### src/rtl/alu_mul_seq.sv
// Sequential shift-and-add 32x32 multiplier (low 32 product bits) that drives
// an external ALU for every accumulate step and captures its sum and overflow.
module alu_mul_seq (
  input  logic        clk,
  input  logic        reset,
  input  logic        start,
  input  logic [31:0] a_in,
  input  logic [31:0] b_in,
  output logic        ready,
  output logic [31:0] alu_a,
  output logic [31:0] alu_b,
  output logic [2:0]  alu_f,
  input  logic [31:0] alu_y,
  input  logic        alu_zero,
  input  logic        alu_of,
  output logic        done,
  output logic [31:0] product,
  output logic        ovf,
  output logic        prod_zero
);

  localparam logic [2:0] ALU_ADD = 3'b010;

  typedef enum logic [1:0] {
    ST_IDLE,
    ST_RUN,
    ST_DONE
  } state_t;

  state_t      state_q, state_d;
  logic [31:0] acc_q, acc_d;
  logic [31:0] m_q, m_d;
  logic [31:0] q_q, q_d;
  logic [4:0]  count_q, count_d;
  logic [31:0] product_q, product_d;
  logic        ovf_q, ovf_d;
  logic        prod_zero_q, prod_zero_d;
  logic        done_q, done_d;
  logic        run_exit;

  // The zero flag of the external ALU carries no information we need.
  logic unused_alu_zero;
  assign unused_alu_zero = alu_zero;

  always_comb begin
    state_d     = state_q;
    acc_d       = acc_q;
    m_d         = m_q;
    q_d         = q_q;
    count_d     = count_q;
    product_d   = product_q;
    ovf_d       = ovf_q;
    prod_zero_d = prod_zero_q;
    done_d      = 1'b0;
    run_exit    = 1'b0;

    case (state_q)
      ST_IDLE: begin
        if (start) begin
          m_d     = a_in;
          q_d     = b_in;
          acc_d   = 32'd0;
          ovf_d   = 1'b0;
          count_d = 5'd0;
          state_d = ST_RUN;
        end
      end

      ST_RUN: begin
        // The ALU is wired to acc_q + m_q, so its result is the accumulated sum.
        if (q_q[0]) begin
          acc_d = alu_y;
          ovf_d = ovf_q | alu_of;
        end
        m_d     = m_q << 1;
        q_d     = q_q >> 1;
        count_d = count_q + 5'd1;
        // Stop once no multiplier bits remain, or after the 32nd step.
        run_exit = (q_q[31:1] == 31'd0) || (count_q == 5'd31);
        if (run_exit) begin
          product_d   = acc_d;
          prod_zero_d = (acc_d == 32'd0);
          done_d      = 1'b1;
          state_d     = ST_DONE;
        end
      end

      ST_DONE: begin
        state_d = ST_IDLE;
      end

      default: begin
        state_d = ST_IDLE;
      end
    endcase
  end

  always_ff @(posedge clk) begin
    if (reset) begin
      state_q     <= ST_IDLE;
      acc_q       <= 32'd0;
      m_q         <= 32'd0;
      q_q         <= 32'd0;
      count_q     <= 5'd0;
      product_q   <= 32'd0;
      ovf_q       <= 1'b0;
      prod_zero_q <= 1'b1;
      done_q      <= 1'b0;
    end else begin
      state_q     <= state_d;
      acc_q       <= acc_d;
      m_q         <= m_d;
      q_q         <= q_d;
      count_q     <= count_d;
      product_q   <= product_d;
      ovf_q       <= ovf_d;
      prod_zero_q <= prod_zero_d;
      done_q      <= done_d;
    end
  end

  assign ready     = (state_q == ST_IDLE);
  assign alu_a     = acc_q;
  assign alu_b     = m_q;
  assign alu_f     = ALU_ADD;
  assign done      = done_q;
  assign product   = product_q;
  assign ovf       = ovf_q;
  assign prod_zero = prod_zero_q;

endmodule

### config.mk
export PLATFORM = sky130hd
export DESIGN_NAME = alu_mul_seq
export DESIGN_NICKNAME = d
export VERILOG_FILES = /design/src/rtl/alu_mul_seq.sv
export SDC_FILE = /design/constraint.sdc
export NUM_CORES = 1
export LEC_CHECK = 0
export CORE_AREA = 2 2 123 125
export CTS_CLUSTER_DIAMETER = 80
export DETAILED_ROUTE_END_ITERATION = 10
export DIE_AREA = 0 0 125 127
export DONT_BUFFER_PORTS = 1
export GPL_ROUTABILITY_DRIVEN = 0
export GPL_TIMING_DRIVEN = 0
export PLACE_DENSITY = 0.62
export SLEW_MARGIN = 10
export SYNTH_ARGS = -nofsm -noshare
export SYNTH_HDL_FRONTEND = slang
export SYNTH_SLANG_ARGS = --single-unit
### constraint.sdc
create_clock -name clk -period 2.62 [get_ports clk]
set_clock_uncertainty 0.2 [all_clocks]
set_input_delay 0.393 -clock clk [delete_from_list [all_inputs] [get_ports clk]]
set_output_delay 0.393 -clock clk [all_outputs]
set_load 0.005 [all_outputs]
# Word level (Yosys, flattened, before mapping)
# Cells that the tools add are included.
classes:
  n_addsub: 1
  eq_ne: 5
  n_mux: 17
  bitwise: 2
  n_reduce_logical: 10
ops:
  columns: ["cell", "count"]
  rows:
  - ["$pmux W32 S2", 3]
  - ["$mux W32", 5]
  - ["$logic_not A32 Y1", 1]
  - ["$logic_not A31 Y1", 1]
  - ["$pmux W5 S2", 1]
  - ["$ne A2 B2 Y1 const B", 3]
  - ["$reduce_and A2 Y1", 3]
  - ["$add A5 B1 Y5 const B", 1]
  - ["$eq A5 B5 Y1 const B", 1]
  - ["$mux W5", 1]
  - ["$mux W2", 2]
  - ["$pmux W2 S2", 1]
  - ["$mux W1", 3]
  - ["$reduce_and A3 Y1", 1]
  - ["$eq A2 B1 Y1 const B", 1]
  - ["$logic_not A2 Y1", 1]
  - ["$pmux W1 S2", 1]
  - ["$reduce_bool A2 Y1", 1]
  - ["$reduce_or A2 Y1", 1]
  - ["$logic_or A1 B1 Y1", 1]
  - ["$not A1 Y1", 1]
  - ["$or A1 B1 Y1", 1]
word_totals:
  register_bits: 138
  output_inout_bits: 103
  wordCells: 44

# Longest topological paths before layout
depth:
  depth_word: 4
  mapped_depth: 8
  mapped_depth_nobuf: 6

# Least setup slack after synthesis
# OpenSTA, ideal clock, no wires.
synth_path:
  path_type: "reg-to-reg"
  start: "reg count_q[0]"
  end: "reg product_q[11], in the netlist product[11]"
  arrival_ps: 1627
  required_time_ps: 2334
  path_slack_ps: 706
  path_stages_with_launch: 9
  synth_period_minus_slack_ps: 1914
  path_cell_list: "dfxtp_1 > ha_1 > and3_1 > ha_1 > o21bai_4 > and2_1 > buf_6 > buf_6 > a211oi_1"
synth_via:
  elab_chain_cells: 3
synth_rtl:
  columns: ["item", "line_no", "rtl"]
  rows:
  - ["from (decl)", "34", "logic [4:0] count_q, count_d;"]
  - ["from (signal assigned)", "114", "count_q <= count_d;"]
  - ["$eq A5 B5 Y1", "79", "run_exit = (q_q[31:1] == 31'd0) || (count_q == 5'd31);"]
  - ["$logic_or A1 B1 Y1", "79", null]
  - ["$reduce_and A2 Y1 (no line)", null, null]
  - ["to (signal assigned)", "115", "product_q <= product_d;"]
  - ["to (decl)", "35", "logic [31:0] product_q, product_d;"]
# No other way between the ends.
# A chain may end at the register's enable or synchronous reset.

# Final worst setup path
layout_path:
  start: "reg state_q[0]"
  end: "out ready"
layout_via:
  elab_chain_cells: 1
layout_rtl:
  columns: ["item", "line_no", "rtl"]
  rows:
  - ["from (decl)", "30", "state_t state_q, state_d;"]
  - ["from (signal assigned)", "110", "state_q <= state_d;"]
  - ["$logic_not A2 Y1", "122", "assign ready = (state_q == ST_IDLE);"]
  - ["to (decl)", "9", "output logic ready,"]
# No other way between the ends.

==> results_dict.tcl <==
set metrics [dict create \
    async_reset_ff_frac 0 \
    grt_pass1_wl_um 32100 \
    hold_buffers 34 \
    total_power_mw 5.41 \
    worst_hold_path_type "in -> reg" \
    p_per_area_mw_per_mm2 707 \
    antenna_left 0 \
    startpoint "state_q[0]" \
    clockBufferDepth 2 \
    cts.htree.levels 4 \
    timing.setup.tns_ns 0 \
    slowest_delay_ns 0.45 \
    synth_area_leaders "dfxtp_1 43%, nor2_1 13%, a21oi_1 7.6%, nor2b_1 5.6%, mux2i_1 5.1%" \
    overflow 0 \
    synth-seq-cells 138 \
    nFillCells 1354 \
    synth_top_area_share 0.427 \
    switching_power_mw 1.43 \
    outcome "finished, final reports clean" \
    drt_iter0_markers 354 \
    switching_share 0.265 \
    tightest_slew_ns 0.744 \
    start_kind "flop" \
    clock-sinks 138 \
    wirelength_um 20400 \
    p_leak_nw 2.93 \
    synth.cell_area_mm2 0.00648 \
    peakVddDrop_mv 0.425 \
    clkPwrFrac 0.452 \
    power.internal_mw 3.98 \
    routed_via_density 5.73 \
    seq_area_frac_synth 0.427 \
    synth-main-ff-cell "dfxtp_1" \
    diodes 0 \
    dieArea_mm2 0.0159 \
    numCtsBuffers 17 \
    yosysMostFrequentCell "nor2_1" \
    reg2reg_from "state_q[0]" \
    ys_types 35 \
    endpoint "ready" \
    crit_arrival_ns 1.90 \
    antenna_found_initial 0 \
    fp-row-count 44 \
    synth_top_area_cell "dfxtp_1" \
    cpMostUsedCell "buf_2" \
    grt_max_degree 17 \
    r2r-end "alu_a[18]" \
    path_clk_slew_ns 0.06 \
    regToRegSetupSlack_ns 0.34 \
    synth-edff-count 0 \
    yosys_warnings 0 \
    period_needed_ns 2.49 \
    power_frac_seq 0.426 \
    grt_setup_unrepaired "no" \
    root_buffer "clkbuf_16" \
    crit_fanout 10 \
    rr_worst_depth 7 \
    avgRoutedWirePerCell_um 18.9 \
    post_cts_resized 0 \
    max_slew_margin 0.504 \
    path_buf_inv 3 \
    fin_crit_sh 0.951 \
    area_delta_synth_final_pct 18.1 \
    die_h_um 127 \
    start_util 0.449 \
    crit_family "buffers and inverters" \
    drc_errors 0 \
    layout.nets 983 \
    dr.pass1.iters 5 \
    crit_chain "buf_2, clkbuf_1, buf_2, nor2_1" \
    syn_inst 826 \
    io_buffers 0 \
    track_usage 0.252 \
    io_pins 204 \
    dp_hpwl_um 14300 \
    drive_above_1_share 0.0784 \
    yosys-top-cells-count "229 x nor2_1, 138 x dfxtp_1, 99 x a21oi_1" \
    cp.depth 4 \
    cp.required_ns 2.03 \
    post-cts-setup-buffer-count 0 \
    final_hold_viol_count 0 \
    crit_type "reg -> out" \
    grt_pass1_vias 6205 \
    vias 6173 \
    cts_tree "built" \
    fp.dieW_um 125 \
    clk_latency_ns 0.42 \
    core-area_mm2 0.0144 \
    avgSynthCellArea_um2 7.84 \
    finalSetupViolCount 0 \
    slowest_stage "clkbuf_1" \
    cp-end-kind "output pin" \
    slew_viol_final 0 \
    p_comb_frac 0.122 \
    max_freq_mhz 401 \
    maxCapViolCount 0 \
]
==> flip-flops by register name (all words and copies together), names as in the netlist <==
signal     cells
count_q        5
q_q           32
product       32
state_q        2
prod_zero      1
done           1
ovf            1
alu_b         32
alu_a         32
==> worst register-to-register path, cell delays in order, from the launching register on <==
cell and delay [ns]:
dfxtp_1 0.30, buf_2 0.24, nor2_1 0.09, nor2_1 0.32
o21ai_1 0.29, clkbuf_1 0.35, a22oi_1 0.30, nor2_1 0.06
==> power by group through the flow <==
stage               Sequential (mW)  Clock [mW]  Combinational, mW
finish                         2.31        2.44              0.661
global route                   2.32        2.55              0.745
CTS                            2.30        2.46              0.656
detailed placement             2.35           0              0.609
global placement               2.35           0              0.594
floorplan                      2.32           0              0.477
==> area by class of cell <==
class | count | area, µm² | share of cell area
Tap cell | 184 | 230 | 0.0301
Sequential cell | 138 | 2760 | 0.361
Clock buffer | 23 | 488 | 0.0638
Multi-Input combinational cell | 608 | 3320 | 0.434
Clock inverter | 9 | 113 | 0.0147
Timing Repair Buffer | 34 | 340 | 0.0445
Buffer | 76 | 377 | 0.0492
Inverter | 5 | 18.8 | 0.00245
==> cell usage in the layout, fill, tap and decap left out, types with 5 or more instances in the layout <==
master	n
buf_6	5
dfxtp_1	138
nor4_1	20
clkbuf_16	17
clkbuf_1	47
a21oi_1	99
buf_2	18
a211oi_2	10
nor2b_1	58
nor2_1	229
mux2i_1	33
a211oi_1	29
dlygate4sd3_1	34
inv_1	5
nor3_1	63
a22oi_1	39
==> how the worst min path moves through the flow <==
stage | depth (start not counted) | slack (ns) | to | startpoint
floorplan | 2 | 0.27 | alu_b[17] | alu_b[17]
global route | 2 | 0.01 | product[24] | alu_y[24]
finish | 2 | 0.02 | product[17] | alu_y[17]
global placement | 2 | 0.29 | q_q[4] | q_q[4]
detailed placement | 2 | 0.30 | q_q[7] | q_q[7]
CTS | 2 | 0.01 | product[26] | alu_y[26]
==> stage by stage <==
step / cells / util / cell area (µm²) / setup slack, ns / hold slack [ns]
floorplan: 827 / - / 6480 / 0.706 / 0.267
global placement: 1011 / 0.465 / 6710 / 0.116 / 0.294
detailed placement: 1011 / 0.465 / 6710 / 0.0870 / 0.296
CTS: 1077 / 0.531 / 7650 / 0.148 / 0.0100
global route: 1077 / 0.531 / 7650 / 0.0395 / 0.0149
finish: 1077 / 0.531 / 7650 / 0.127 / 0.0179
==> cells by family (layout without fill, tap and decap cells) <==
logic type / after synthesis / after routing / synth area share
adder cells (fa/ha/maj): 2 / 2 / 0.00386
other: 2 / 3 / 0.00116
multiplexers: 33 / 33 / 0.0510
buffers and inverters: 81 / 147 / 0.0610
flip-flops: 138 / 138 / 0.427
AO/OA/AOI/OAI: 184 / 184 / 0.184
AND/OR/NAND/NOR: 386 / 386 / 0.272
==> metal layers <==
layer	vias up	global-route usage	share of wire
met3	26	0.0938	0.089
li1	2964	-	-
met1	2925	0.293	0.41
met2	258	0.432	0.49
met4	0	0.0837	0.016
met5	-	0	0
No activity file was read; power rests on OpenSTA's default activity.
